`src/rtl/mdu_if.sv`:
```
// EX <-> multiply/divide sequencer bundle.
// master drives the operation, slave returns status and result.
interface mdu_if #(
   parameter int XLEN = 32
);
   logic            start;
   logic [2:0]      funct3;
   logic [XLEN-1:0] op_a;
   logic [XLEN-1:0] op_b;
   logic            kill;
   logic            stall;
   logic            busy;
   logic            done;
   logic [XLEN-1:0] result;

   modport master (
      output start, funct3, op_a, op_b, kill,
      input  stall, busy, done, result
   );

   modport slave (
      input  start, funct3, op_a, op_b, kill,
      output stall, busy, done, result
   );
endinterface

```
`src/rtl/mdu_seq.sv`:
```
// Iterative RV32M multiply/divide sequencer beside the EX ALU.
// Define MDU_FAST_MUL_EN for a single-cycle combinational multiplier.
module mdu_seq #(
   parameter int XLEN = 32
) (
   input  logic  clk,
   input  logic  rst_n,
   mdu_if.slave  bus
);

   localparam int CW = $clog2(XLEN) + 1;

   typedef enum logic [2:0] {
      IDLE,
      MUL,
      DIV,
      FIX,
      DONE
   } state_t;

   state_t          state_q, state_d;
   logic [CW-1:0]   cnt_q, cnt_d;
   logic [2:0]      func_q, func_d;
   logic [XLEN-1:0] a_q, a_d;
   logic [XLEN-1:0] b_q, b_d;
   logic [XLEN-1:0] hi_q, hi_d;
   logic [XLEN-1:0] lo_q, lo_d;
   logic            neg_q, neg_d;
   logic            rneg_q, rneg_d;
   logic [XLEN-1:0] result_q, result_d;

   logic            sgn_a, sgn_b;
   logic            neg_a, neg_b;
   logic [XLEN-1:0] abs_a, abs_b;
   logic            div0, ovf;
   logic [XLEN-1:0] spec_res;
   logic [XLEN:0]   msum;
   logic [XLEN:0]   dsh, ddiff;
   logic [2*XLEN-1:0] prod, prod_s;
   logic [XLEN-1:0] quo_s, rem_s;
`ifdef MDU_FAST_MUL_EN
   logic signed [XLEN:0]     fa, fb;
   logic signed [2*XLEN+1:0] fprod;
`endif

   // Operand signedness per funct3
   always_comb begin
      sgn_a = 1'b0;
      sgn_b = 1'b0;
      unique case (bus.funct3)
         3'b001: begin sgn_a = 1'b1; sgn_b = 1'b1; end
         3'b010: sgn_a = 1'b1;
         3'b100: begin sgn_a = 1'b1; sgn_b = 1'b1; end
         3'b110: begin sgn_a = 1'b1; sgn_b = 1'b1; end
         default: ;
      endcase
   end

   always_comb begin
      neg_a = sgn_a & bus.op_a[XLEN-1];
      neg_b = sgn_b & bus.op_b[XLEN-1];
      abs_a = neg_a ? -bus.op_a : bus.op_a;
      abs_b = neg_b ? -bus.op_b : bus.op_b;
      div0  = (bus.op_b == '0);
      ovf   = ~bus.funct3[0]
            & (bus.op_a == {1'b1, {(XLEN-1){1'b0}}})
            & (bus.op_b == '1);
      spec_res = '0;
      if (div0)
         spec_res = bus.funct3[1] ? bus.op_a : '1;
      else if (!bus.funct3[1])
         spec_res = {1'b1, {(XLEN-1){1'b0}}};
   end

`ifdef MDU_FAST_MUL_EN
   always_comb begin
      fa    = $signed({neg_a, bus.op_a});
      fb    = $signed({neg_b, bus.op_b});
      fprod = fa * fb;
   end
`endif

   // Shared step datapath: shift-add and restoring subtract
   always_comb begin
      msum  = {1'b0, hi_q} + {1'b0, (lo_q[0] ? a_q : '0)};
      dsh   = {hi_q, lo_q[XLEN-1]};
      ddiff = dsh - {1'b0, b_q};
      prod   = {hi_q, lo_q};
      prod_s = neg_q ? -prod : prod;
      quo_s  = neg_q ? -lo_q : lo_q;
      rem_s  = rneg_q ? -hi_q : hi_q;
   end

   always_comb begin
      state_d  = state_q;
      cnt_d    = cnt_q;
      func_d   = func_q;
      a_d      = a_q;
      b_d      = b_q;
      hi_d     = hi_q;
      lo_d     = lo_q;
      neg_d    = neg_q;
      rneg_d   = rneg_q;
      result_d = result_q;

      unique case (state_q)
         IDLE: begin
            if (bus.start && !bus.kill) begin
               func_d = bus.funct3;
               a_d    = abs_a;
               b_d    = abs_b;
               cnt_d  = '0;
               neg_d  = neg_a ^ neg_b;
               rneg_d = neg_a;
               hi_d   = '0;
               if (bus.funct3[2]) begin
                  lo_d = abs_a;
                  if (div0 || ovf) begin
                     result_d = spec_res;
                     state_d  = DONE;
                  end else begin
                     state_d = DIV;
                  end
               end else begin
`ifdef MDU_FAST_MUL_EN
                  lo_d     = abs_b;
                  result_d = (bus.funct3 == 3'b000) ?
                             fprod[XLEN-1:0] :
                             fprod[2*XLEN-1:XLEN];
                  state_d  = DONE;
`else
                  lo_d    = abs_b;
                  state_d = MUL;
`endif
               end
            end
         end
         MUL: begin
            hi_d  = msum[XLEN:1];
            lo_d  = {msum[0], lo_q[XLEN-1:1]};
            cnt_d = cnt_q + 1'b1;
            if (cnt_q == CW'(XLEN-1))
               state_d = FIX;
         end
         DIV: begin
            if (!ddiff[XLEN]) begin
               hi_d = ddiff[XLEN-1:0];
               lo_d = {lo_q[XLEN-2:0], 1'b1};
            end else begin
               hi_d = dsh[XLEN-1:0];
               lo_d = {lo_q[XLEN-2:0], 1'b0};
            end
            cnt_d = cnt_q + 1'b1;
            if (cnt_q == CW'(XLEN-1))
               state_d = FIX;
         end
         FIX: begin
            unique case (func_q)
               3'b000:  result_d = prod_s[XLEN-1:0];
               3'b100,
               3'b101:  result_d = quo_s;
               3'b110,
               3'b111:  result_d = rem_s;
               default: result_d = prod_s[2*XLEN-1:XLEN];
            endcase
            state_d = DONE;
         end
         DONE: state_d = IDLE;
         default: state_d = IDLE;
      endcase

      // A flush discards any pending or completing result
      if (bus.kill && state_q != IDLE) begin
         state_d  = IDLE;
         result_d = result_q;
      end
   end

   always_ff @(posedge clk or negedge rst_n) begin
      if (!rst_n) begin
         state_q  <= IDLE;
         cnt_q    <= '0;
         func_q   <= '0;
         a_q      <= '0;
         b_q      <= '0;
         hi_q     <= '0;
         lo_q     <= '0;
         neg_q    <= 1'b0;
         rneg_q   <= 1'b0;
         result_q <= '0;
      end else begin
         state_q  <= state_d;
         cnt_q    <= cnt_d;
         func_q   <= func_d;
         a_q      <= a_d;
         b_q      <= b_d;
         hi_q     <= hi_d;
         lo_q     <= lo_d;
         neg_q    <= neg_d;
         rneg_q   <= rneg_d;
         result_q <= result_d;
      end
   end

   assign bus.stall  = (bus.start && state_q == IDLE)
                     || state_q == MUL
                     || state_q == DIV
                     || state_q == FIX;
   assign bus.busy   = (state_q != IDLE);
   assign bus.done   = (state_q == DONE) && !bus.kill;
   assign bus.result = result_q;

endmodule

```
`src/flat_wrapper.sv`:
```
// flat-port wrapper written by rule: the top's interface ports become plain ports
module mdu_seq_flat 
#(
   parameter int XLEN = 32
)
  (clk, rst_n, bus_start, bus_funct3, bus_op_a, bus_op_b, bus_kill, bus_stall, bus_busy, bus_done, bus_result);
  mdu_if #(.XLEN(XLEN)) bus_i ();
  input  logic clk;
  input  logic rst_n;
  input wire logic [$bits(bus_i.start)-1:0] bus_start;
  input wire logic [$bits(bus_i.funct3)-1:0] bus_funct3;
  input wire logic [$bits(bus_i.op_a)-1:0] bus_op_a;
  input wire logic [$bits(bus_i.op_b)-1:0] bus_op_b;
  input wire logic [$bits(bus_i.kill)-1:0] bus_kill;
  output wire logic [$bits(bus_i.stall)-1:0] bus_stall;
  output wire logic [$bits(bus_i.busy)-1:0] bus_busy;
  output wire logic [$bits(bus_i.done)-1:0] bus_done;
  output wire logic [$bits(bus_i.result)-1:0] bus_result;
  assign bus_i.start = bus_start;
  assign bus_i.funct3 = bus_funct3;
  assign bus_i.op_a = bus_op_a;
  assign bus_i.op_b = bus_op_b;
  assign bus_i.kill = bus_kill;
  assign bus_stall = bus_i.stall;
  assign bus_busy = bus_i.busy;
  assign bus_done = bus_i.done;
  assign bus_result = bus_i.result;
  mdu_seq #(.XLEN(XLEN)) u_core (.clk(clk), .rst_n(rst_n), .bus(bus_i));
endmodule
```
`config.mk`:
```
export PLATFORM = sky130hd
export DESIGN_NAME = mdu_seq_flat
export DESIGN_NICKNAME = d
export VERILOG_FILES = /design/src/rtl/mdu_if.sv /design/src/rtl/mdu_seq.sv /design/src/flat_wrapper.sv
export SDC_FILE = /design/constraint.sdc
export NUM_CORES = 1
export LEC_CHECK = 0
export ABC_AREA = 1
export ABC_CLOCK_PERIOD_IN_PS = 3500
export CORE_ASPECT_RATIO = 0.7
export CORE_MARGIN = 2
export CORE_UTILIZATION = 35
export CTS_BUF_LIST = sky130_fd_sc_hd__clkbuf_4
export CTS_CLUSTER_DIAMETER = 50
export CTS_CLUSTER_SIZE = 8
export DETAILED_ROUTE_END_ITERATION = 16
export HOLD_SLACK_MARGIN = 0.02
export PLACE_DENSITY = 0.61
export SYNTH_ARGS = -nofsm -noshare
export SYNTH_HDL_FRONTEND = slang
export SYNTH_SLANG_ARGS = --single-unit
```
`constraint.sdc`:
```
create_clock -name clk -period 3.5 [get_ports clk]
set_input_delay 0.7 -clock clk [delete_from_list [all_inputs] [get_ports clk]]
set_output_delay 0.7 -clock clk [all_outputs]
set_load 0.02 [all_outputs]
```
Word level (Yosys, flattened, before mapping)
Index checks and enable logic that the tools add are counted.

cells by class
  add/sub/neg operators = 8
  eq/ne operators = 20
  muxes and demuxes = 31
  bitwise gates (word level) = 7
  reduce and logical (&&, ||, !) cells = 26

operators with widths
  kind                    count
  $mux W32                15
  $pmux W32 S3            3
  $neg A32 Y32            4
  $eq A32 B32 Y1 const B  2
  $mux W64                1
  $neg A64 Y64            1
  $pmux W32 S2            1
  $add A32 B32 Y33        1
  $sub A33 B32 Y33        1
  $logic_not A32 Y1       1
  $eq A3 B3 Y1 const B    7
  $mux W3                 5
  $pmux W6 S2             1
  $eq A3 B2 Y1 const B    3
  $pmux W3 S3             1
  $reduce_and A2 Y1       4
  $add A6 B1 Y6 const B   1
  $eq A3 B1 Y1 const B    2
  $eq A6 B5 Y1 const B    1
  $logic_not A3 Y1        2
  $mux W6                 1
  $ne A3 B1 Y1 const B    2
  $reduce_bool A3 Y1      2
  $reduce_or A2 Y1        3
  other kinds (13)        27

storage, ports and cells
  register bits after elaboration = 174
  input port bits = 71
  output and inout port bits = 35
  word-level logic and storage cells = 102

Depth between registers and ports, before layout
  depth after elaboration = 9
  mapped depth = 19
  gate-level depth less buffers = 17

Least setup slack after synthesis
Ideal clock, no wire load.

  kind = register to register
  from = register u_core.lo_q[0]
  to = register u_core.hi_q[15]
  library setup time = 125 ps
  arrival = 2477 ps
  data required time = 3375 ps
  slack = 899 ps
  cell stages (with the launch flop) = 18
  buffers on the path = 2
  period minus slack after synthesis = 2601 ps
  cells stage by stage = dfrtp_1 buf_2 clkbuf_1 nand2_1 inv_1 ha_1 inv_1 fa_1 inv_1 nand2_1 o21ai_1 a21oi_1 o21ai_0 nand2_1 nand2_1 nand2_1 nand3_1 nand3_1

on the way
  cells in the longest elaborated chain, start to end = 3

ends and longest elaborated chain
  item                    line            source
  start, declared         mdu_seq.sv:27   logic [XLEN-1:0] lo_q, lo_d;
  start signal, assigned  mdu_seq.sv:198  lo_q <= lo_d;
  $mux W32                mdu_seq.sv:85   msum = {1'b0, hi_q} + {1'b0, (lo_q[0] ? a_q : '0)};
  $add A32 B32 Y33        mdu_seq.sv:85
  $pmux W32 S3            mdu_seq.sv:106  unique case (state_q)
  end signal, assigned    mdu_seq.sv:197  hi_q <= hi_d;
  end, declared           mdu_seq.sv:26   logic [XLEN-1:0] hi_q, hi_d;

No other way between the ends.
A chain may end at the register's enable or synchronous reset.

Worst setup path after layout
  from = register u_core.lo_q[31]
  to = register u_core.hi_q[13]

on the way
  cells in the longest elaborated chain, start to end = 3

ends and longest elaborated chain
  item              line            source
  $sub A33 B32 Y33  mdu_seq.sv:87   ddiff = dsh - {1'b0, b_q};
  $mux W32          mdu_seq.sv:146  if (!ddiff[XLEN]) begin
  $pmux W32 S3      mdu_seq.sv:106

No other way between the ends.

==> results.json <==
{
  "status": "completed",
  "critical_path_arrival_ns": 3.76,
  "synth-seq-area-share_pct": 23.6,
  "syn_inst": 3131,
  "max_clock_freq_mhz": 311,
  "die_x_um": 279,
  "startpoint": "u_core.lo_q[31]$_DFFE_PN0P_",
  "layout_commonest_cell": "nand2_1",
  "rsz0062_at_grt": "false",
  "synth_top_family_by_area": "simple AND/OR/NAND/NOR gates",
  "skew_ns": 0.0407,
  "rrSetupSlack_ns": 0.28,
  "cts_tree": "built",
  "portBuffers": 105,
  "worstMarginPinSlew_ns": 0.849,
  "setup_tns_ns": 0,
  "synth.avg_cell_area_um2": 5.90,
  "die_h_um": 196,
  "multi_input_area_um2": 12400,
  "crit_end": "u_core.hi_q[13]$_DFFE_PN0P_",
  "wirelength_mm": 86.9,
  "register_area_um2": 4360,
  "fillCellCount": 5793,
  "dp_cells": 3886,
  "drive_above_1_share_pct": 6.96,
  "htree_levels": 4,
  "ys_warn_count": 0,
  "cts_buffer_depth": 2,
  "viasPerCell": 5.61,
  "dpl-instance-area_um2": 20500,
  "finalCriticalPeriod_ns": 3.22,
  "worst_hold_path_type": "input pin to asynchronous set/reset pin",
  "critPathRequiredTime_ns": 4.04,
  "clock_latency_ns": 0.65,
  "cts.clk_slew.worst_paths_ns": 0.17,
  "coreArea_um2": 52200,
  "drv_slew": 0,
  "wire_per_inst_um": 22.2,
  "fin_crit_sh_pct": 91.9,
  "synth.ff_latch_count": 174,
  "dr.pass1.iters": 7,
  "antenna_left": 0,
  "synth-edff-count": 0,
  "nNetsFinal": 3364,
  "vdd_ir_drop_max_v": 0.000488,
  "final_cell_mix": "912 x nand2_1, 455 x nor2_1, 420 x nand3_1",
  "ctsResizeCount": 0,
  "r2r-start": "u_core.lo_q[31]$_DFFE_PN0P_",
  "stdcell_area_um2": 20700,
  "p_leak_nw": 9.98,
  "grtUsageTotal_pct": 31.0,
  "grt_pass1_vias": 19200,
  "cts_root_buffer": "clkbuf_4",
  "syn2layout_area_growth_pct": 12.2,
  "cap_viol_max_count": 0,
  "ys_async_sr_fraction_pct": 100,
  "netlist-cell-type-count": 55,
  "num_rows": 70,
  "p_per_area_nw_per_um2": 1110,
  "vias": 22000,
  "dieArea_um2": 54700,
  "max_slew_margin_pct": 43.4,
  "cts_setup_buffers": 0,
  "synthFlopType": "dfrtp_1",
  "muxShareOfSynthArea_pct": 0,
  "drc": 0,
  "reg2reg_to": "u_core.hi_q[13]$_DFFE_PN0P_",
  "reg2reg_depth": 18,
  "pin_count": 106,
  "antenna_found_initial": 1,
  "grt_pass1_wl_mm": 126,
  "path_max_fanout": 17,
  "overflow": 0,
  "synth-simple-area-share_pct": 44.9,
  "initial_core_util_pct": 35.4,
  "cts_sinks": 174,
  "startpoint_type": "flop",
  "setup-violations-final": 0,
  "hpwlAfterDp_mm": 72.0,
  "netlist_area_um2": 18500,
  "grt_max_degree": 85,
  "gp_congestion": 1.02,
  "syn_nets": 3274,
  "path_class": "flop to flop",
  "hold_viol": 0,
  "cts_made_buffers": 17,
  "crit_path_end_kind": "flop",
  "synth_compound_area_share_pct": 14.4,
  "drtIter0Drc": 3243,
  "synth_xor_area_share_pct": 2.46,
  "ctsHoldBuffers": 0,
  "fin_cells": 3919,
  "synth-adder-area-share_pct": 4.95
}
[area by class of cell]
class	count	area share [%]
multi-input cells	2516	59.6
flip-flops and latches	174	21.0
repair buffers	175	7.80
inverters	337	6.14
well taps	684	4.13
clock inverters	14	0.688
clock buffers	18	0.652
diodes	1	0.0121
[Yosys cell counts (18+ instances only)]
cell type	count	share of area [%]
nand3_1	420	11
nor2_2	38	1.3
inv_1	320	6.5
a21oi_1	131	3.5
nand2_1	912	19
xnor2_1	19	0.90
buf_2	31	0.84
o21ai_0	145	3.9
nor3_1	27	0.73
nand4_1	38	1.3
nor2_1	456	9.3
ha_1	70	4.7
a21oi_2	29	1.4
a221oi_1	31	1.5
clkbuf_1	48	0.97
dfrtp_1	174	24
xor2_1	33	1.6
a31oi_1	33	1.1
nand3b_1	18	0.73
[how the worst min path moves through the flow]
stage | from | to | slack [ns] | depth (start not counted)
finish | rst_n | u_core.hi_q[24]$_DFFE_PN0P_ | 0.06 | 1
global route | rst_n | u_core.hi_q[24]$_DFFE_PN0P_ | 0.09 | 1
CTS | rst_n | u_core.hi_q[24]$_DFFE_PN0P_ | 0.1 | 1
detailed placement | u_core.a_q[3]$_DFFE_PN0P_ | u_core.a_q[3]$_DFFE_PN0P_ | 0.47 | 2
global placement | u_core.b_q[21]$_DFFE_PN0P_ | u_core.b_q[21]$_DFFE_PN0P_ | 0.47 | 2
floorplan | rst_n | u_core.a_q[0]$_DFFE_PN0P_ | 0.40 | 0
[routing by layer]
metal	vias up	wire (um)	share of wire [%]	GRT usage, %
met3	68	13400	15	12.3
met4	0	1810	2.1	7.21
met1	10200	40000	46	48.3
met2	1269	31700	36	38.3
met5	-	0	0	0
li1	10500	-	-	-
[logic make-up (layout without fill, tap and decap cells)]
| kind of cell | after synthesis | after routing |
|---|---|---|
| simple gates | 1951 | 1951 |
| compound gates | 441 | 441 |
| buf+inv | 441 | 544 |
| flops | 174 | 174 |
| fa+ha+maj | 72 | 72 |
| xor+xnor | 52 | 52 |
| other cells | 0 | 1 |
[state kept, by name, indices dropped and copies added, names as in the netlist]
name,flops
u_core.hi_q,32
u_core.rneg_q,1
u_core.bus.result,32
u_core.neg_q,1
u_core.b_q,32
u_core.cnt_q,6
u_core.func_q,3
u_core.a_q,32
u_core.state_q,3
u_core.lo_q,32
[worst max-delay path, cell delays in order (launching register included)]
cell and delay [ns]:
dfrtp_1 0.50, inv_1 0.20, ha_1 0.28, fa_1 0.38, inv_1 0.08, nand2_1 0.08, o21ai_2 0.20, nand2_1 0.09
nand2_2 0.11, nand2_1 0.07, nand2_2 0.08, nand2_2 0.06, nand2_1 0.08, nand2_1 0.06, nand2_2 0.26, buf_4 0.28
nand2_1 0.13, nand3_1 0.11, nand3_1 0.07
[power by group]
part / switching [W] / internal [W] / leakage [nW]
sequential: 0.00150 / 0.00302 / 2.07
clock: 0.000917 / 0.000331 / 0.148
combinational: 0.0118 / 0.00536 / 7.76
[metrics by stage]
stage	hold WS, ns	setup WS [ns]	utilization, %	power, W
3_3_place_gp	0.469	0.373	39.2	0.0210
2_1_floorplan	0.404	0.899	-	0.0150
3_5_place_dp	0.472	0.305	39.2	0.0210
5_1_grt	0.0902	0.0685	39.7	0.0246
4_1_cts	0.0960	0.337	39.7	0.0223
6_report	0.0637	0.282	39.7	0.0230
Note: power is estimated with default switching activity, not from simulation.
